$ cat src/rtl/multdiv_pkg.sv
// Shared definitions for the multicycle multiply/divide unit and the execute-stage decoder.
package multdiv_pkg;

  typedef enum logic [1:0] {
    ST_IDLE,
    ST_MUL,
    ST_DIV,
    ST_DONE
  } md_state_e;

  localparam int unsigned MD_ITER = 32;
  localparam int unsigned CNT_W   = 6;

  localparam logic [4:0] ALU_MUL = 5'b00110;
  localparam logic [4:0] ALU_DIV = 5'b00111;

endpackage

$ cat src/rtl/multdiv_unit_div_step.sv
// One restoring-division iteration on unsigned magnitudes: shift in the next dividend bit, trial-subtract.
module div_step #(
  parameter int unsigned W = 32
) (
  input  logic [W-1:0] rem_i,
  input  logic [W-1:0] quo_i,
  input  logic [W-1:0] div_i,
  output logic [W-1:0] rem_o,
  output logic [W-1:0] quo_o
);

  logic [W:0] shifted;
  logic [W:0] diff;

  always_comb begin
    shifted = {rem_i, quo_i[W-1]};
    diff    = shifted - {1'b0, div_i};
    rem_o   = shifted[W-1:0];
    quo_o   = {quo_i[W-2:0], 1'b0};
    // Remainder stays below the divisor, so the top bit of diff is a clean borrow flag.
    if (!diff[W]) begin
      rem_o = diff[W-1:0];
      quo_o = {quo_i[W-2:0], 1'b1};
    end
  end

endmodule

$ cat src/rtl/multdiv_unit.sv
// Multicycle signed multiply (radix-2 Booth) / divide (restoring) unit with registered result and ready pulse.
module multdiv_unit
  import multdiv_pkg::*;
#(
  parameter int unsigned WIDTH = 32
) (
  input  logic             clock,
  input  logic             reset,
  input  logic [WIDTH-1:0] data_operandA,
  input  logic [WIDTH-1:0] data_operandB,
  input  logic             ctrl_MULT,
  input  logic             ctrl_DIV,
  output logic             busy,
  output logic [WIDTH-1:0] data_result,
  output logic             data_exception,
  output logic             data_resultRDY
);

  localparam int unsigned AW = WIDTH + 1;
  localparam int unsigned WW = AW + WIDTH + 1;
  localparam logic [WIDTH-1:0] MIN_NEG = {1'b1, {(WIDTH-1){1'b0}}};

  md_state_e        state_q, state_d;
  logic [CNT_W-1:0] cnt_q, cnt_d;
  // Accumulator is one bit wider than the operands so subtracting the most negative multiplicand cannot wrap.
  logic [WW-1:0]    work_q, work_d;
  logic [AW-1:0]    mcand_q, mcand_d;
  logic             neg_q, neg_d;
  logic             ovf_q, ovf_d;
  logic [WIDTH-1:0] result_q, result_d;
  logic             exc_q, exc_d;

  logic [WIDTH-1:0] rem_nxt, quo_nxt;
  logic [AW-1:0]    acc, sum;
  logic [WW-1:0]    booth_tmp;
  logic [AW-1:0]    prod_hi;
  logic [WIDTH-1:0] a_abs, b_abs, quo;

  div_step #(.W(WIDTH)) u_div_step (
    .rem_i (work_q[WW-2 -: WIDTH]),
    .quo_i (work_q[WIDTH:1]),
    .div_i (mcand_q[WIDTH-1:0]),
    .rem_o (rem_nxt),
    .quo_o (quo_nxt)
  );

  always_comb begin
    state_d   = state_q;
    cnt_d     = cnt_q;
    work_d    = work_q;
    mcand_d   = mcand_q;
    neg_d     = neg_q;
    ovf_d     = ovf_q;
    result_d  = result_q;
    exc_d     = exc_q;

    a_abs     = data_operandA[WIDTH-1] ? -data_operandA : data_operandA;
    b_abs     = data_operandB[WIDTH-1] ? -data_operandB : data_operandB;
    acc       = work_q[WW-1 -: AW];
    sum       = acc;
    booth_tmp = work_q;
    prod_hi   = work_q[2*WIDTH:WIDTH];
    quo       = neg_q ? -work_q[WIDTH:1] : work_q[WIDTH:1];

    unique case (state_q)
      ST_IDLE: begin
        if (ctrl_MULT ^ ctrl_DIV) begin
          cnt_d = '0;
          if (ctrl_MULT) begin
            state_d = ST_MUL;
            work_d  = {{AW{1'b0}}, data_operandB, 1'b0};
            mcand_d = {data_operandA[WIDTH-1], data_operandA};
          end else begin
            state_d = ST_DIV;
            work_d  = {{AW{1'b0}}, a_abs, 1'b0};
            mcand_d = {1'b0, b_abs};
            neg_d   = data_operandA[WIDTH-1] ^ data_operandB[WIDTH-1];
            ovf_d   = (data_operandA == MIN_NEG) && (data_operandB == '1);
          end
        end
      end
      ST_MUL: begin
        if (cnt_q == CNT_W'(MD_ITER)) begin
          state_d  = ST_DONE;
          result_d = work_q[WIDTH:1];
          exc_d    = !((&prod_hi) || !(|prod_hi));
        end else begin
          unique case ({work_q[1], work_q[0]})
            2'b01:   sum = acc + mcand_q;
            2'b10:   sum = acc - mcand_q;
            default: sum = acc;
          endcase
          booth_tmp = {sum, work_q[WIDTH:0]};
          work_d    = {booth_tmp[WW-1], booth_tmp[WW-1:1]};
          cnt_d     = cnt_q + 1'b1;
        end
      end
      ST_DIV: begin
        if (mcand_q == '0) begin
          state_d  = ST_DONE;
          result_d = '0;
          exc_d    = 1'b1;
        end else if (cnt_q == CNT_W'(MD_ITER)) begin
          state_d  = ST_DONE;
          result_d = quo;
          exc_d    = ovf_q;
        end else begin
          work_d = {1'b0, rem_nxt, quo_nxt, 1'b0};
          cnt_d  = cnt_q + 1'b1;
        end
      end
      ST_DONE: state_d = ST_IDLE;
      default: state_d = ST_IDLE;
    endcase
  end

  always_ff @(posedge clock) begin
    if (reset) begin
      state_q  <= ST_IDLE;
      cnt_q    <= '0;
      work_q   <= '0;
      mcand_q  <= '0;
      neg_q    <= 1'b0;
      ovf_q    <= 1'b0;
      result_q <= '0;
      exc_q    <= 1'b0;
    end else begin
      state_q  <= state_d;
      cnt_q    <= cnt_d;
      work_q   <= work_d;
      mcand_q  <= mcand_d;
      neg_q    <= neg_d;
      ovf_q    <= ovf_d;
      result_q <= result_d;
      exc_q    <= exc_d;
    end
  end

  assign busy           = (state_q != ST_IDLE);
  assign data_resultRDY = (state_q == ST_DONE);
  assign data_result    = result_q;
  assign data_exception = exc_q;

endmodule
$ cat config.mk
export PLATFORM = sky130hd
export DESIGN_NAME = multdiv_unit
export DESIGN_NICKNAME = d
export VERILOG_FILES = /design/src/rtl/multdiv_pkg.sv /design/src/rtl/multdiv_unit_div_step.sv /design/src/rtl/multdiv_unit.sv
export SDC_FILE = /design/constraint.sdc
export NUM_CORES = 1
export LEC_CHECK = 0
export CAP_MARGIN = 30
export CORE_MARGIN = 10
export CORE_UTILIZATION = 50
export DETAILED_ROUTE_END_ITERATION = 8
export GPL_TIMING_DRIVEN = 0
export PLACE_DENSITY_LB_ADDON = 0.12
export SLEW_MARGIN = 10
export SYNTH_ARGS = -nofsm -noshare
export SYNTH_HDL_FRONTEND = slang
export SYNTH_SLANG_ARGS = --single-unit
$ cat constraint.sdc
create_clock -name clock -period 9.7 [get_ports clock]
set_clock_uncertainty 0.2 [all_clocks]
set_input_delay 1.94 -clock clock [delete_from_list [all_inputs] [get_ports clock]]
set_output_delay 1.94 -clock clock [all_outputs]
set_load 0.005 [all_outputs]
==> impl_results.md <==
* Cell taking the most area after synthesis: dfxtp_1
* H-tree lvl count at 4
* Netlist cell types at 83
* CP Class: in -> reg
* Final min period at 6.96 ns
* Drt first-iter violations at 2198
* Detail Route Antenna Nets at 0
* Final setup violation count at 0
* Layout fillers at 2482
* Avg Synthesized Cell Area at 7.36 um^2
* Cts repair resizes at 0
* Setup TNS Final at 0 ns
* First-pass GRT wire length at 77.5 mm
* Number of diodes at 0
* Post-synth EDFFs at 0
* Initial antenna violation count at 0
* Final Slew Violations at 0
* Final hold violations at 0
* Leak at 5.54 nW
* Worst hold path class: reg -> reg
* Synth top area share at 21.8%
* Netlist Area Pre-Place at 13000 um^2
* Status: finished with violations
* Relative slew slack at 27.6%
* CTS tree: done
* Top cells by area, synth: dfxtp_1 22%, ha_1 7.5%, nand2_1 6.2%
* Max Cap Viol at 0
* Setup crit start kind: input port
* Flop2flop setup slack at 3.49 ns
* Routed vias at 14700
* Register area share after synthesis at 21.8%
* Worst setup EP type: flop
* IO Port Bufs at 99
* Flops & latches, synth at 142
* Max IR drop VDD at 0.101 mV
* Core Util, Final at 58.3%
* Synth Flop Type: dfxtp_1
* Count leader, synth: nand2_1
* Area Overhead vs Synth at 15.4%
* Clock-pin slew on the worst setup and hold paths at 0.08 ns
* Commonest cells post-synth: 217 x nand2_1, 157 x a21oi_1, 142 x dfxtp_1
* Layout cells sized above 1 at 3.67%
* DIE AREA at 33000 um^2
* DP HPWL at 39.8 mm
* RePlAce Congestion at 1.09
* FF-to-FF Start: mcand_q[2]
* IO Pins at 103
* RSZ-0062 raised after global routing: false
* CTS Buffer Depth at 2
* Initial core utilization at 50.5%
* Wire length per cell at 22.6 um
* GRT overflow at 0
* Worst Hold Depth at 2
* Reg-to-Reg End: work_q[55]
* P per Cell Area at 154 nW/um^2
* Residual DRC at 12
* Data arrival, critical path at 7.12 ns
* Routed WL at 50.7 mm
* Req. time, crit path at 9.87 ns
* Ys async rst share at 0%
* Setup Fix Bufs, Post-CTS at 0
* Fin nets at 2040
* Total number of yosys warnings at 0
* Core footprint at 25800 um^2
* Root buffer selected by CTS: clkbuf_16
* HP Start: work_q[65]
* TritonCTS Buffers at 17
* Least-Margin Pin Slew at 1.09 ns
* Mapped Nets at 1922
* Total clock sinks at 142
* DR pass1 iterations at 9
* Die W at 182 um
* Failing checks: DRC
* Hold_buf cts at 0
* Hold Path End: work_q[65]
* Via density per instance at 6.58
* Peak Freq at 144 MHz
* Clk_lat worst skew at 0.44 ns
* Syn Inst Count at 1774
* Largest net degree at the start of global routing at 18
* Die height at 182 um
* GRT Overall Usage at 29.1%
* Fin crit share at 71.7%
* FF-to-FF path depth at 20
* Row count at 59
* Crit Path Max Fanout at 10
* Number of global-route vias before repair at 13600
-- final cells by class --
class / instances / area (um^2) / share of cell area (%)
Clock inverter: 15 / 169 / 1.12
Tap cell: 335 / 419 / 2.78
Multi-Input combinational cell: 1448 / 9500 / 63.1
Buffer: 118 / 457 / 3.03
Sequential cell: 142 / 2840 / 18.9
Timing Repair Buffer: 99 / 991 / 6.58
Clock buffer: 17 / 425 / 2.83
Inverter: 66 / 248 / 1.65
-- sequential cells by signal (all words and copies together), names as in the netlist --
signal and count:
work_q 66, mcand_q 33, data_result 32, cnt_q 6, state_q 2, data_exception 1
neg_q 1, ovf_q 1
-- how the worst max path moves through the flow --
stage,startpoint,to,cells after the start,slack [ns]
after floorplan,ctrl_MULT,work_q[59],16,4.22
after global placement,ctrl_MULT,work_q[56],16,2.51
after detailed placement,ctrl_MULT,work_q[55],16,2.51
after CTS,ctrl_MULT,work_q[40],16,2.98
after global routing,ctrl_MULT,work_q[53],16,2.59
final,ctrl_MULT,work_q[55],16,2.74
-- report_power, final --
part / internal (mW) / switching [mW]
combinational: 0.349 / 0.613
sequential: 0.620 / 0.0556
clock: 0.346 / 0.330
-- critical path, stage by stage --
cell	delay, ns
clkbuf_1	0.20
clkinv_1	0.19
clkbuf_1	0.56
clkbuf_1	0.59
ha_1	0.40
nand2_1	0.12
nand2_1	0.06
nor2_1	0.53
nand2_1	0.36
or3_1	0.39
clkbuf_1	0.22
nor2_1	0.26
clkbuf_1	0.47
clkbuf_1	0.57
a22oi_1	0.14
o21ai_0	0.11
-- cell families (layout without fill, tap and decap cells) --
kind of cell / count (synthesis) / in the layout / synth area share, %
AO/OA/AOI/OAI: 600 / 600 / 30.5
AND/OR/NAND/NOR: 570 / 570 / 21.0
buffers and inverters: 184 / 315 / 5.40
XOR/XNOR: 170 / 170 / 11.4
flip-flops: 142 / 142 / 21.8
adder cells (fa/ha/maj): 80 / 80 / 7.79
multiplexers: 28 / 28 / 2.16
-- layer usage --
| layer | part of all wire [%] | up-vias | GRT usage (%) |
|---|---|---|---|
| met3 | 10 | 143 | 5.57 |
| li1 | - | 6800 | - |
| met5 | 0 | - | 0 |
| met1 | 40 | 6945 | 37.3 |
| met2 | 45 | 853 | 45.9 |
| met4 | 4.6 | 0 | 14.0 |
-- placed cells by master, fill, tap and decap left out, drive strengths merged, types with 8 or more instances in the layout --
| cell type | n |
|---|---|
| dfxtp | 142 |
| inv | 72 |
| xnor2 | 84 |
| o31ai | 25 |
| mux2i | 27 |
| nor3 | 34 |
| o21ai | 123 |
| o21a | 8 |
| nand4 | 29 |
| a21oi | 157 |
| a22oi | 58 |
| clkdlybuf4s50 | 99 |
| nor4 | 26 |
| xor2 | 86 |
| ha | 78 |
| a31oi | 24 |
| clkbuf | 128 |
| and2 | 12 |
| nand2 | 217 |
| o41ai | 21 |
| nor2 | 129 |
| a21o | 33 |
| or4 | 13 |
| or3 | 12 |
| nand3 | 39 |
| a211oi | 16 |
| a222oi | 24 |
| o211ai | 43 |
| nand2b | 15 |
| a221oi | 8 |
| and3 | 13 |
| nor2b | 9 |
-- per-stage QoR --
step / setup slack (ns) / cells / instance area (um^2) / total power, mW / hold WS, ns
4_1_cts: 2.98 / 2240 / 15100 / 2.29 / 0.280
6_report: 2.74 / 2240 / 15100 / 2.31 / 0.288
2_1_floorplan: 4.22 / 1774 / 13000 / 1.33 / 0.245
3_5_place_dp: 2.51 / 2208 / 14500 / 1.62 / 0.266
5_1_grt: 2.59 / 2240 / 15100 / 2.42 / 0.303
3_3_place_gp: 2.51 / 2208 / 14500 / 1.60 / 0.257
Note: power is estimated with default switching activity, not from simulation.
